==> config.mk <==
export PLATFORM = sky130hd
export DESIGN_NAME = data_op_unit_flat
export DESIGN_NICKNAME = d
export VERILOG_FILES = /design/src/rtl/data_op_if.sv /design/src/rtl/data_op_unit.sv /design/src/flat_wrapper.sv
export SDC_FILE = /design/constraint.sdc
export NUM_CORES = 1
export LEC_CHECK = 0
export BUFFER_PORTS_ARGS = -buffer_cell sky130_fd_sc_hd__buf_2
export CORE_ASPECT_RATIO = 1.1
export CORE_MARGIN = 1
export CORE_UTILIZATION = 56
export CTS_BUF_LIST = sky130_fd_sc_hd__clkbuf_2
export DETAILED_ROUTE_END_ITERATION = 7
export PLACE_DENSITY = 0.88
export SETUP_SLACK_MARGIN = 0.02
export SYNTH_ARGS = -nofsm -noshare
export SYNTH_HDL_FRONTEND = slang
export SYNTH_SLANG_ARGS = --single-unit
==> constraint.sdc <==
create_clock -name clk -period 1.7 [get_ports clk]
set_clock_uncertainty 0.05 [all_clocks]
set_input_delay 0.085 -clock clk [delete_from_list [all_inputs] [get_ports clk]]
set_output_delay 0.085 -clock clk [all_outputs]
set_load 0.01 [all_outputs]
==> src/rtl/data_op_if.sv <==
// Handshake bundle for data_op_unit: operand/opcode in, registered result out.
interface data_op_if #(
  parameter int WIDTH = 8
) ();
  logic             in_valid;
  logic             in_ready;
  logic [2:0]       ctrl;
  logic [WIDTH-1:0] data_in;
  logic             out_valid;
  logic             out_ready;
  logic [WIDTH-1:0] data_out;

  modport slave (
    input  in_valid, ctrl, data_in, out_ready,
    output in_ready, out_valid, data_out
  );

  modport master (
    output in_valid, ctrl, data_in, out_ready,
    input  in_ready, out_valid, data_out
  );
endinterface

==> src/rtl/data_op_unit.sv <==
// Flow-controlled single-stage data operator with optional saturation,
// sticky overflow/underflow/illegal flags and a wrapping transaction counter.
module data_op_unit #(
  parameter int WIDTH     = 8,
  parameter int DEC_STEP  = 1,
  parameter int INC_STEP  = 2,
  parameter bit SATURATE  = 1'b0,
  parameter int CNT_WIDTH = 16
) (
  input  logic                 clk,
  input  logic                 rst_n,
  data_op_if.slave             bus,
  input  logic                 clr_status,
  output logic [7:0]           status,
  output logic [CNT_WIDTH-1:0] op_count
);

  localparam logic [WIDTH:0]     INC_EXT = (WIDTH+1)'(INC_STEP);
  localparam logic [WIDTH:0]     DEC_EXT = (WIDTH+1)'(DEC_STEP);
  localparam logic [CNT_WIDTH-1:0] CNT_ONE = CNT_WIDTH'(1);

  function automatic logic [WIDTH-1:0] clamp_add(input logic [WIDTH:0] s);
    if (SATURATE && s[WIDTH]) return '1;
    return s[WIDTH-1:0];
  endfunction

  function automatic logic [WIDTH-1:0] clamp_sub(input logic [WIDTH:0] d);
    if (SATURATE && d[WIDTH]) return '0;
    return d[WIDTH-1:0];
  endfunction

  logic [WIDTH:0]   sum_p0, diff_p0;
  logic [WIDTH-1:0] res_p0;
  logic             ovf_p0, unf_p0, ill_p0, en_p0;
  logic             accept;

  logic [WIDTH-1:0] data_p1;
  logic             vld_p1, en_p1, zero_p1, idle_p1;
  logic             ovf_st, unf_st, ill_st;

  assign bus.in_ready = rst_n && (!vld_p1 || bus.out_ready);
  assign accept       = bus.in_valid && bus.in_ready;

  // Stage p0: decode opcode and compute the candidate result
  assign sum_p0  = {1'b0, bus.data_in} + INC_EXT;
  assign diff_p0 = {1'b0, bus.data_in} - DEC_EXT;

  always_comb begin
    res_p0 = '0;
    ovf_p0 = 1'b0;
    unf_p0 = 1'b0;
    ill_p0 = 1'b0;
    en_p0  = 1'b0;
    case (bus.ctrl)
      3'b000: res_p0 = '0;
      3'b001: begin
        res_p0 = clamp_sub(diff_p0);
        unf_p0 = diff_p0[WIDTH];
        en_p0  = 1'b1;
      end
      3'b010: begin
        res_p0 = clamp_add(sum_p0);
        ovf_p0 = sum_p0[WIDTH];
        en_p0  = 1'b1;
      end
      3'b011: res_p0 = ~bus.data_in;
      3'b100: res_p0 = bus.data_in;
      3'b101: res_p0 = {bus.data_in[WIDTH-2:0], 1'b0};
      3'b110: res_p0 = {1'b0, bus.data_in[WIDTH-1:1]};
      default: ill_p0 = 1'b1;
    endcase
  end

  // Stage p1: hold result until taken; accept in the same cycle as clear wins
  always_ff @(posedge clk or negedge rst_n) begin
    if (!rst_n) begin
      data_p1  <= '0;
      vld_p1   <= 1'b0;
      en_p1    <= 1'b0;
      zero_p1  <= 1'b0;
      idle_p1  <= 1'b1;
      ovf_st   <= 1'b0;
      unf_st   <= 1'b0;
      ill_st   <= 1'b0;
      op_count <= '0;
    end else begin
      if (accept) begin
        data_p1 <= res_p0;
        vld_p1  <= 1'b1;
        en_p1   <= en_p0;
        zero_p1 <= (res_p0 == '0);
        idle_p1 <= 1'b0;
      end else if (bus.out_ready) begin
        vld_p1 <= 1'b0;
      end
      ovf_st <= (ovf_st && !clr_status) || (accept && ovf_p0);
      unf_st <= (unf_st && !clr_status) || (accept && unf_p0);
      ill_st <= (ill_st && !clr_status) || (accept && ill_p0);
      if (accept)
        op_count <= clr_status ? CNT_ONE : op_count + CNT_ONE;
      else if (clr_status)
        op_count <= '0;
    end
  end

  assign bus.out_valid = vld_p1;
  assign bus.data_out  = data_p1;
  assign status = {1'b0, zero_p1, en_p1, ill_st, unf_st, ovf_st, idle_p1, vld_p1};

endmodule

==> src/flat_wrapper.sv <==
// flat-port wrapper written by rule: the top's interface ports become plain ports
module data_op_unit_flat 
#(
  parameter int WIDTH     = 8,
  parameter int DEC_STEP  = 1,
  parameter int INC_STEP  = 2,
  parameter bit SATURATE  = 1'b0,
  parameter int CNT_WIDTH = 16
)
  (clk, rst_n, clr_status, status, op_count, bus_in_valid, bus_ctrl, bus_data_in, bus_out_ready, bus_in_ready, bus_out_valid, bus_data_out);
  data_op_if #(.WIDTH(WIDTH)) bus_i ();
  input  logic clk;
  input  logic rst_n;
  input  logic clr_status;
  output logic [7:0] status;
  output logic [CNT_WIDTH-1:0] op_count;
  input wire logic [$bits(bus_i.in_valid)-1:0] bus_in_valid;
  input wire logic [$bits(bus_i.ctrl)-1:0] bus_ctrl;
  input wire logic [$bits(bus_i.data_in)-1:0] bus_data_in;
  input wire logic [$bits(bus_i.out_ready)-1:0] bus_out_ready;
  output wire logic [$bits(bus_i.in_ready)-1:0] bus_in_ready;
  output wire logic [$bits(bus_i.out_valid)-1:0] bus_out_valid;
  output wire logic [$bits(bus_i.data_out)-1:0] bus_data_out;
  assign bus_i.in_valid = bus_in_valid;
  assign bus_i.ctrl = bus_ctrl;
  assign bus_i.data_in = bus_data_in;
  assign bus_i.out_ready = bus_out_ready;
  assign bus_in_ready = bus_i.in_ready;
  assign bus_out_valid = bus_i.out_valid;
  assign bus_data_out = bus_i.data_out;
  data_op_unit #(.WIDTH(WIDTH), .DEC_STEP(DEC_STEP), .INC_STEP(INC_STEP), .SATURATE(SATURATE), .CNT_WIDTH(CNT_WIDTH)) u_core (.clk(clk), .rst_n(rst_n), .bus(bus_i), .clr_status(clr_status), .status(status), .op_count(op_count));
endmodule
# == Word level (Yosys, flattened, before mapping) ==
# Index checks and enable logic that the tools add are counted.
# totals
ff_bits,31
input_bits,16
out_inout_bits,34
word_cells,49
# op_classes
n_addsub,3
n_eq_ne,6
n_mux,10
bitwise,1
n_reduce_logical,20
# ops
cell,n
2-to-1 mux 16 bit,3
case mux 8 bit (6 select lines),1
adder 16 x 1 -> 16 bit (second input constant),1
adder 8 x 2 -> 9 bit (second input constant),1
== test 3 bit (second input constant),3
subtractor 8 x 1 -> 9 bit (second input constant),1
logical AND 1 bit,8
zero test 8 bit,1
inverter 8 bit,1
OR reduction 7 bit,1
== test 3 x 2 -> 1 bit (second input constant),2
2-to-1 mux 1 bit,6
logical OR 1 bit,4
nonzero test 2 bit,2
== test 3 x 1 -> 1 bit (second input constant),1
zero test 3 bit,1
zero test 1 bit,2
OR reduction 2 bit,1

# == Longest topological paths before layout ==
# Gate-level depths: netlist of run 1.
# logic_depth
depth_word,6
mapped_depth,8

# == Worst setup path before layout of run 1 ==
# No wires, ideal clock.
# synth_path
path_kind,reg2reg
startpoint,"register u_core.vld_p1, in the netlist u_core.bus.out_valid"
endpoint,register u_core.op_count[9]
setup_time_ns,0.132
arrival_time_ns,1.422
slack_ns,0.097
path_stages_with_launch,7
n_path_buf,0
period_less_slack_ns,1.603
cell_sequence,dfrtp_1 > nand2b_1 > and4_1 > nand3_2 > nor4_2 > xnor2_1 > nor2_1
# synth_via
elab_chain_cells,5
word_cells_on_any_way,6
classes_between,mux (1); reduce/logical (5)
# synth_rtl
element,line,source
start: declaration,data_op_unit.sv:38,"logic vld_p1, en_p1, zero_p1, idle_p1;"
start signal: assignment,data_op_unit.sv:78,vld_p1 <= 1'b0;
start signal: assignment,data_op_unit.sv:89,vld_p1 <= 1'b1;
start signal: assignment,data_op_unit.sv:94,vld_p1 <= 1'b0;
zero test 1 bit (*),data_op_unit.sv:41,assign bus.in_ready = rst_n && (!vld_p1 || bus.out_ready);
logical OR 1 bit (*),data_op_unit.sv:41,
logical AND 1 bit (*),data_op_unit.sv:41,
logical AND 1 bit (*),data_op_unit.sv:42,assign accept = bus.in_valid && bus.in_ready;
2-to-1 mux 16 bit / nonzero test 2 bit (equally long branches),--,
end signal: assignment,data_op_unit.sv:100,op_count <= clr_status ? CNT_ONE : op_count + CNT_ONE;
end: declaration,data_op_unit.sv:15,output logic [CNT_WIDTH-1:0] op_count
# Every way passes the cells marked *; elsewhere a longest branch is shown, timed or not.
# A chain may end at the register's enable or synchronous reset.

# == Final worst setup path of run 1 ==
# layout_path
startpoint,"register u_core.vld_p1, in the netlist u_core.bus.out_valid"
endpoint,register u_core.op_count[14]
# The elaborated chain is that of the path after synthesis.

==> results.md, run 1 <==
- GRT Total Usage: about a quarter
- DIE AREA: 4020 µm²
- Worst-path clk slew: 180 ps
- Num CTS Buffers: 5
- NumNets Final: between 300 and 400
- Worst-skew pair later-pin latency: 370 ps
- Mean Syn Cell Area: around 8.7 µm²
- H-tree depth: 2
- Antenna cells: 0
- Initial core utilization: a little under 60%
- Power Density: about 630 nW/µm²
- Grt ovf: 0
- Post-synth EDFFs: 0
- Seq cells post-synth: 31
- Max-cap violations: 0
- I/O Buffers: 48
- Setup WS pre-CTS: -174 ps
- Mapped Cells: approximately 240
- Die width: 60.5 µm
- Largest net degree at the start of global routing: 22
- Core area: 3630 µm²
- Total routed wirelength: just over 5000 µm
- Final Critical Period: ~1700 ps
- CTS tree: yes
- First-pass GRT wire length: between 7000 and 8000 µm
- Final Cell Area: 2520 µm²
- Setup WS post-layout: 5.03 ps
- CP Capture Type: flop
- Final Util: between 60% and 70%
- Max clock buf depth: 2
- CP Launch Type: flop
- CP cell instances: nand2b_1 > and4_4 > nand3_2 > nor4_2 > xnor2_1 > nor2_1
- Post-Syn Area: between 2000 and 2500 µm²
- Final setup viols: 0
- Via count: 2013
- WP buf/inv: 0
- Leak: 1.17 nW
- Routed vias/inst: 5.74
- Die Y: ~66 µm
- Drt wl/cell: ~15 µm
- Post-synth top area cell: dfrtp_1
- Post-synth top flop: dfrtp_1
- HPWL after DPL: around 3700 µm
- Async set-reset flop share out of synthesis: 100%
- First-pass DRT Iterations: 5
- DRT iter0 DRCs: ~170
- CTS root buffer: clkbuf_2
- Period utilisation layout: around 100%
- Critical path required time: about 1900 ps
- Initial antenna violation count: 0
- Clock Sink Count: 31
- Worst min path class: primary input to flop
- Ys Warns: 0
- Cell Area, Placed: between 2000 and 2500 µm²
- Post-Syn Nets: approximately 260
- Area delta synth->final: 19.3%
- F_max: between 500 and 600 MHz
- GP Congestion: 0.866
- RSZ-0062 raised after global routing: true
- Crit path max-delay family: simple AND/OR/NAND/NOR gates
- Core Rows: 23
- Final ANT Viol Nets: 0
- Worst Path Max Fanout: 10
- Worst endpoint data arrival time: 1900 ps
- Seq/Total Area, Yosys: between 30% and 40%
- Slowest CP cell: dfrtp_1
- WS Path Type: flop to flop
- Status: finished clean
- Peak supply drop: approximately 0.38 mV
- Top cell type's share of synthesized area: ~36%
- Post-route DRC: 0
- Ratio of cells with drive above 1 in the final layout: approximately 33%
- Worst stage delay on the critical path: about 410 ps
- Max-slew violation count: 0
- Sum Neg Setup Slack: 0 ps
- Top post-synthesis cells by area: dfrtp_1, xnor2_1, nand2_1
- Synth cell types: 54
- Io pins: 50
- Final hold violations: 0
- Vias in the first global route: 1762
[path summary, 6_finish.rpt]
kind | startpoint | to | slack, ps | cells after the start
setup / recovery | u_core.bus.out_valid$_DFFE_PN0P_ | u_core.op_count[14]$_DFFE_PN0P_ | 5 | 6
hold / removal | clr_status | u_core.op_count[8]$_DFFE_PN0P_ | 40 | 2
setup reg to reg | u_core.bus.out_valid$_DFFE_PN0P_ | u_core.op_count[14]$_DFFE_PN0P_ | 5 | 6
hold reg to reg | u_core.bus.data_out[1]$_DFFE_PN0P_ | u_core.bus.data_out[1]$_DFFE_PN0P_ | 440 | 2
max in group asynchronous | rst_n | u_core.idle_p1$_DFFE_PN1P_ | 1060 | 3
min in group asynchronous | rst_n | u_core.zero_p1$_DFFE_PN0P_ | 170 | 3
[per-layer routing]
layer / vias to the layer above / GRT usage [%] / wire length (µm) / part of all wire [%]
met5: - / 0 / 0 / 0
met4: 0 / 13.6 / 143 / 2.8
met2: 91 / 44.9 / 2590 / 50
li1: 952 / - / - / -
met3: 17 / 4.89 / 252 / 4.9
met1: 953 / 30.5 / 2170 / 42
[layout by cell type, fill, tap and decap left out, drive strengths merged, types with 3 or more instances in the layout]
cell	count
a21oi	10
and3	4
buf	69
clkbuf	7
dfrtp	30
ha	5
inv	11
mux2i	7
nand2	32
nand2b	6
nand3	9
nand4	4
nor2	20
nor2b	5
nor3	7
nor4	5
o21ai	18
o22ai	6
or3	3
xnor2	16
[area by class of cell]
cell class / count / area [µm²]
Inverter: 11 / 41.3
Clock inverter: 1 / 5.00
Timing Repair Buffer: 71 / 418
Sequential cell: 31 / 777
Fill cell: 313 / 1110
Clock buffer: 7 / 35.0
Tap cell: 50 / 62.6
Multi-Input combinational cell: 180 / 1180
[registers in the layout, indices dropped and copies added, names as in the netlist]
signal,flops
u_core.op_count,16
u_core.bus.data_out,8
u_core.bus.out_valid,1
u_core.en_p1,1
u_core.idle_p1,1
u_core.ill_st,1
u_core.ovf_st,1
u_core.unf_st,1
u_core.zero_p1,1
[logic make-up (layout without fill, tap and decap cells)]
group | count (synthesis) | count (layout) | synth area share (%)
compound gates | 48 | 48 | 15.5
xor+xnor | 18 | 18 | 7.47
fa+ha+maj | 5 | 5 | 2.96
buf+inv | 32 | 90 | 9.07
flops | 31 | 31 | 36.8
mux | 9 | 9 | 4.39
other cells | 1 | 1 | 0.178
simple gates | 99 | 99 | 23.7
[through the flow]
step                hold slack [ps]  power [mW]  cells
floorplan                      -261        1.07    243
global placement               7.14        1.19    338
detailed placement             18.1        1.21    338
CTS                            21.3        1.57    349
global route                   20.4        1.66    351
finish                         44.9        1.58    351
[repair_timing]
action / 4_1_cts / 5_1_grt
buffers inserted: 1 / 2
hold endpoints to repair: 32 / 0
gates resized for setup: 2 / 6
pin swaps: 1 / 2
hold buffers: 2 / 0
setup endpoints to repair: 2 / 9
[cells in the mapped netlist, types with 2 or more instances]
cell type   n
dfrtp_1    30
and3_1      3
nor2_1     20
xnor2_1    16
nor3_1      7
nand3_2     2
a21oi_1     9
nand2_1    31
or3_1       3
clkbuf_1    3
xor2_1      2
o21ai_0    15
nand2b_1    6
ha_1        5
o21ai_1     2
buf_1       2
buf_4      11
buf_2       2
nor4_1      4
nor2b_1     5
inv_1      10
clkbuf_8    2
nand4_1     4
nand3_1     7
o22ai_1     6
mux2i_1     7
mux2_2      2
[power breakdown]
group	leakage [nW]	switching [mW]	internal, mW	total (mW)
Sequential	0.412	0.0284	0.786	0.814
Combinational	0.729	0.230	0.169	0.399
Clock	0.0330	0.251	0.112	0.363
Power figures use the tool's default switching activity.
==> run 2, diff against run 1 <==
--- a/config.mk
+++ b/config.mk
@@ -9,7 +9,7 @@
 export CORE_ASPECT_RATIO = 1.1
 export CORE_MARGIN = 1
 export CORE_UTILIZATION = 56
-export CTS_BUF_LIST = sky130_fd_sc_hd__clkbuf_2
+export CTS_BUF_LIST = sky130_fd_sc_hd__clkbuf_4
 export DETAILED_ROUTE_END_ITERATION = 7
 export PLACE_DENSITY = 0.88
 export SETUP_SLACK_MARGIN = 0.02
==> run 2 against run 1 <==
  * Sequential cell count unchanged
  * Utilization up 0.31 points
  * Combinational power about the same
  * Design area up 0.45%
  * Total power up 5.9%
  * Critical endpoint is now u_core.op_count[13]$_DFFE_PN0P_
  * Sequential share of layout area down 0.088 points
  * Non-clock buffer count down 1
  * Sequential power about the same
==> results.md, run 2 (synthesized netlist as in run 1, its figures left out) <==
- H-tree depth: 2
- Largest net degree at the start of global routing: 22
- Worst Setup SP: u_core.bus.out_valid$_DFFE_PN0P_
- Core area: about 3600 µm²
- Max clock buf depth: 2
- Most common cell after layout, fill and taps aside: buf_2
- Routed vias/inst: 5.75
- Leak: about 1.2 nW
- Hold_sp: bus_data_in[7]
- Period utilisation layout: around 99%
- Grt ovf: 0
- NumNets Final: 320
- Critical path capture point: u_core.op_count[13]$_DFFE_PN0P_
- Largest register by flop count: u_core.op_count
- Max-slew violation count: 0
- CTS tree: yes
- DIE AREA: 4020 µm²
- Slowest CP cell: or3_1
- Final ANT Viol Nets: 0
- Instance count on the critical path: 6
- Io pins: 50
- CTS root buffer: clkbuf_4
- Ratio of cells with drive above 1 in the final layout: about a third
- GP Congestion: roughly 0.87
- F_max: between 500 and 600 MHz
- Worst stage delay on the critical path: about 410 ps
- I/O Buffers: 48
- Inst Count DP: 338
- Initial antenna violation count: 0
- Num CTS Buffers: 5
- Die Y: roughly 66 µm
- Hold Slack: between 30 and 40 ps
- CP cell instances: nand2b_1 > and4_4 > buf_6 > nand4_1 > or3_1 > a21oi_2
- RSZ-0062 raised after global routing: true
- Worst endpoint data arrival time: about 1900 ps
- Core Rows: 23
- Worst Path Max Fanout: 4
- Initial core utilization: approximately three fifths
- Worst-path clk slew: ~100 ps
- First-pass DRT Iterations: 5
- Cell Count, Final, Fillers Out: 350
- Post-route DRC: 0
- Crit path max-delay family: simple AND/OR/NAND/NOR gates
- HPWL after DPL: ~3700 µm
- Via count: between 2000 and 2500
- Status: finished clean
- Power Density: approximately 660 nW/µm²
- R2r setup slk: ~15 ps
- Clock Sink Count: 31
- Worst-skew pair later-pin latency: roughly 350 ps
- Area delta synth->final: 19.8%
- Final Critical Period: between 1500 and 2000 ps
- CP Launch Type: flop
- Die width: 60.5 µm
- Worst reg2reg startpoint: u_core.bus.out_valid$_DFFE_PN0P_
- Final hold violations: 0
- Worst R2R End: u_core.op_count[13]$_DFFE_PN0P_
- Total routed wirelength: about 5200 µm
- First-pass GRT wire length: between 7000 and 8000 µm
- Peak supply drop: 0.421 mV
- Worst min path class: primary input to flop
- Vias in the first global route: about 1800
- GRT Total Usage: roughly a quarter
- WS Path Type: flop to flop
- Antenna cells: 0
- WP buf/inv: 1
- Sum Neg Setup Slack: 0 ps
- Final setup viols: 0
- Reg2reg path depth: 6
- CP Capture Type: flop
- Max FFs per register: 16
- Drt wl/cell: around 15 µm
- DRT iter0 DRCs: about 180
- Most frequent cells in the layout: buf_2, nand2_1, dfrtp_1, buf_4, nor2_1
- Critical path required time: 1920 ps
- Max-cap violations: 0
run 2: worst min-delay path: stages:
cell and delay [ps]:
buf_2 150, nand4_1 90, o22ai_1 60
run 2: what timing repair did:
action | CTS | global route
hold endpoints to repair | 31 | 0
pin swaps | 1 | 4
setup buffers | 1 | 2
hold buffers | 1 | 0
gates cloned | 0 | 0
gates resized for setup | 1 | 10
endpoints found under the setup margin | 2 | 8
run 2: layout make-up:
cell class,instances,area (µm²)
Clock buffer,7,52.6
Timing Repair Buffer,70,412
Fill cell,305,1100
Inverter,11,41.3
Clock inverter,1,5.00
Sequential cell,31,778
Tap cell,50,62.6
Multi-Input combinational cell,180,1180
run 2: power by group:
| part | switching (mW) | total [mW] | internal (mW) |
|---|---|---|---|
| clock network | 0.263 | 0.456 | 0.193 |
| registers | 0.0282 | 0.813 | 0.785 |
| logic | 0.231 | 0.400 | 0.168 |
| total | 0.523 | 1.67 | 1.15 |
run 2: worst min path at each step:
stage          cells after the start  slack [ps]                            endpoint
4_1_cts                            3          30             u_core.ovf_st$_DFF_PN0_
5_1_grt                            3          40             u_core.ovf_st$_DFF_PN0_
6_report                           3          40             u_core.ovf_st$_DFF_PN0_
2_1_floorplan                      0        -260  u_core.bus.data_out[0]$_DFFE_PN0P_
3_5_place_dp                       2          20          u_core.zero_p1$_DFFE_PN0P_
3_3_place_gp                       2           7          u_core.zero_p1$_DFFE_PN0P_
run 2: stage by stage:
step | util, % | power [mW] | cell area, µm² | worst slack (ps)
after CTS | 68.3 | 1.65 | 2480 | 19.2
final | 69.7 | 1.67 | 2530 | 14.5
after global placement | 66.1 | 1.19 | 2400 | -6.88
after floorplan | - | 1.07 | 2110 | 96.6
after detailed placement | 66.1 | 1.21 | 2400 | -174
after global routing | 69.7 | 1.75 | 2530 | -56.0
run 2: per-layer routing:
metal | share of wire (%) | up-vias | track usage, % | routed length (µm)
met5 | 0 | - | 0 | 0
met4 | 2.9 | 0 | 14.2 | 148
met3 | 4.4 | 17 | 6.85 | 229
met2 | 50 | 78 | 44.0 | 2580
met1 | 43 | 968 | 31.0 | 2210
li1 | - | 951 | - | -
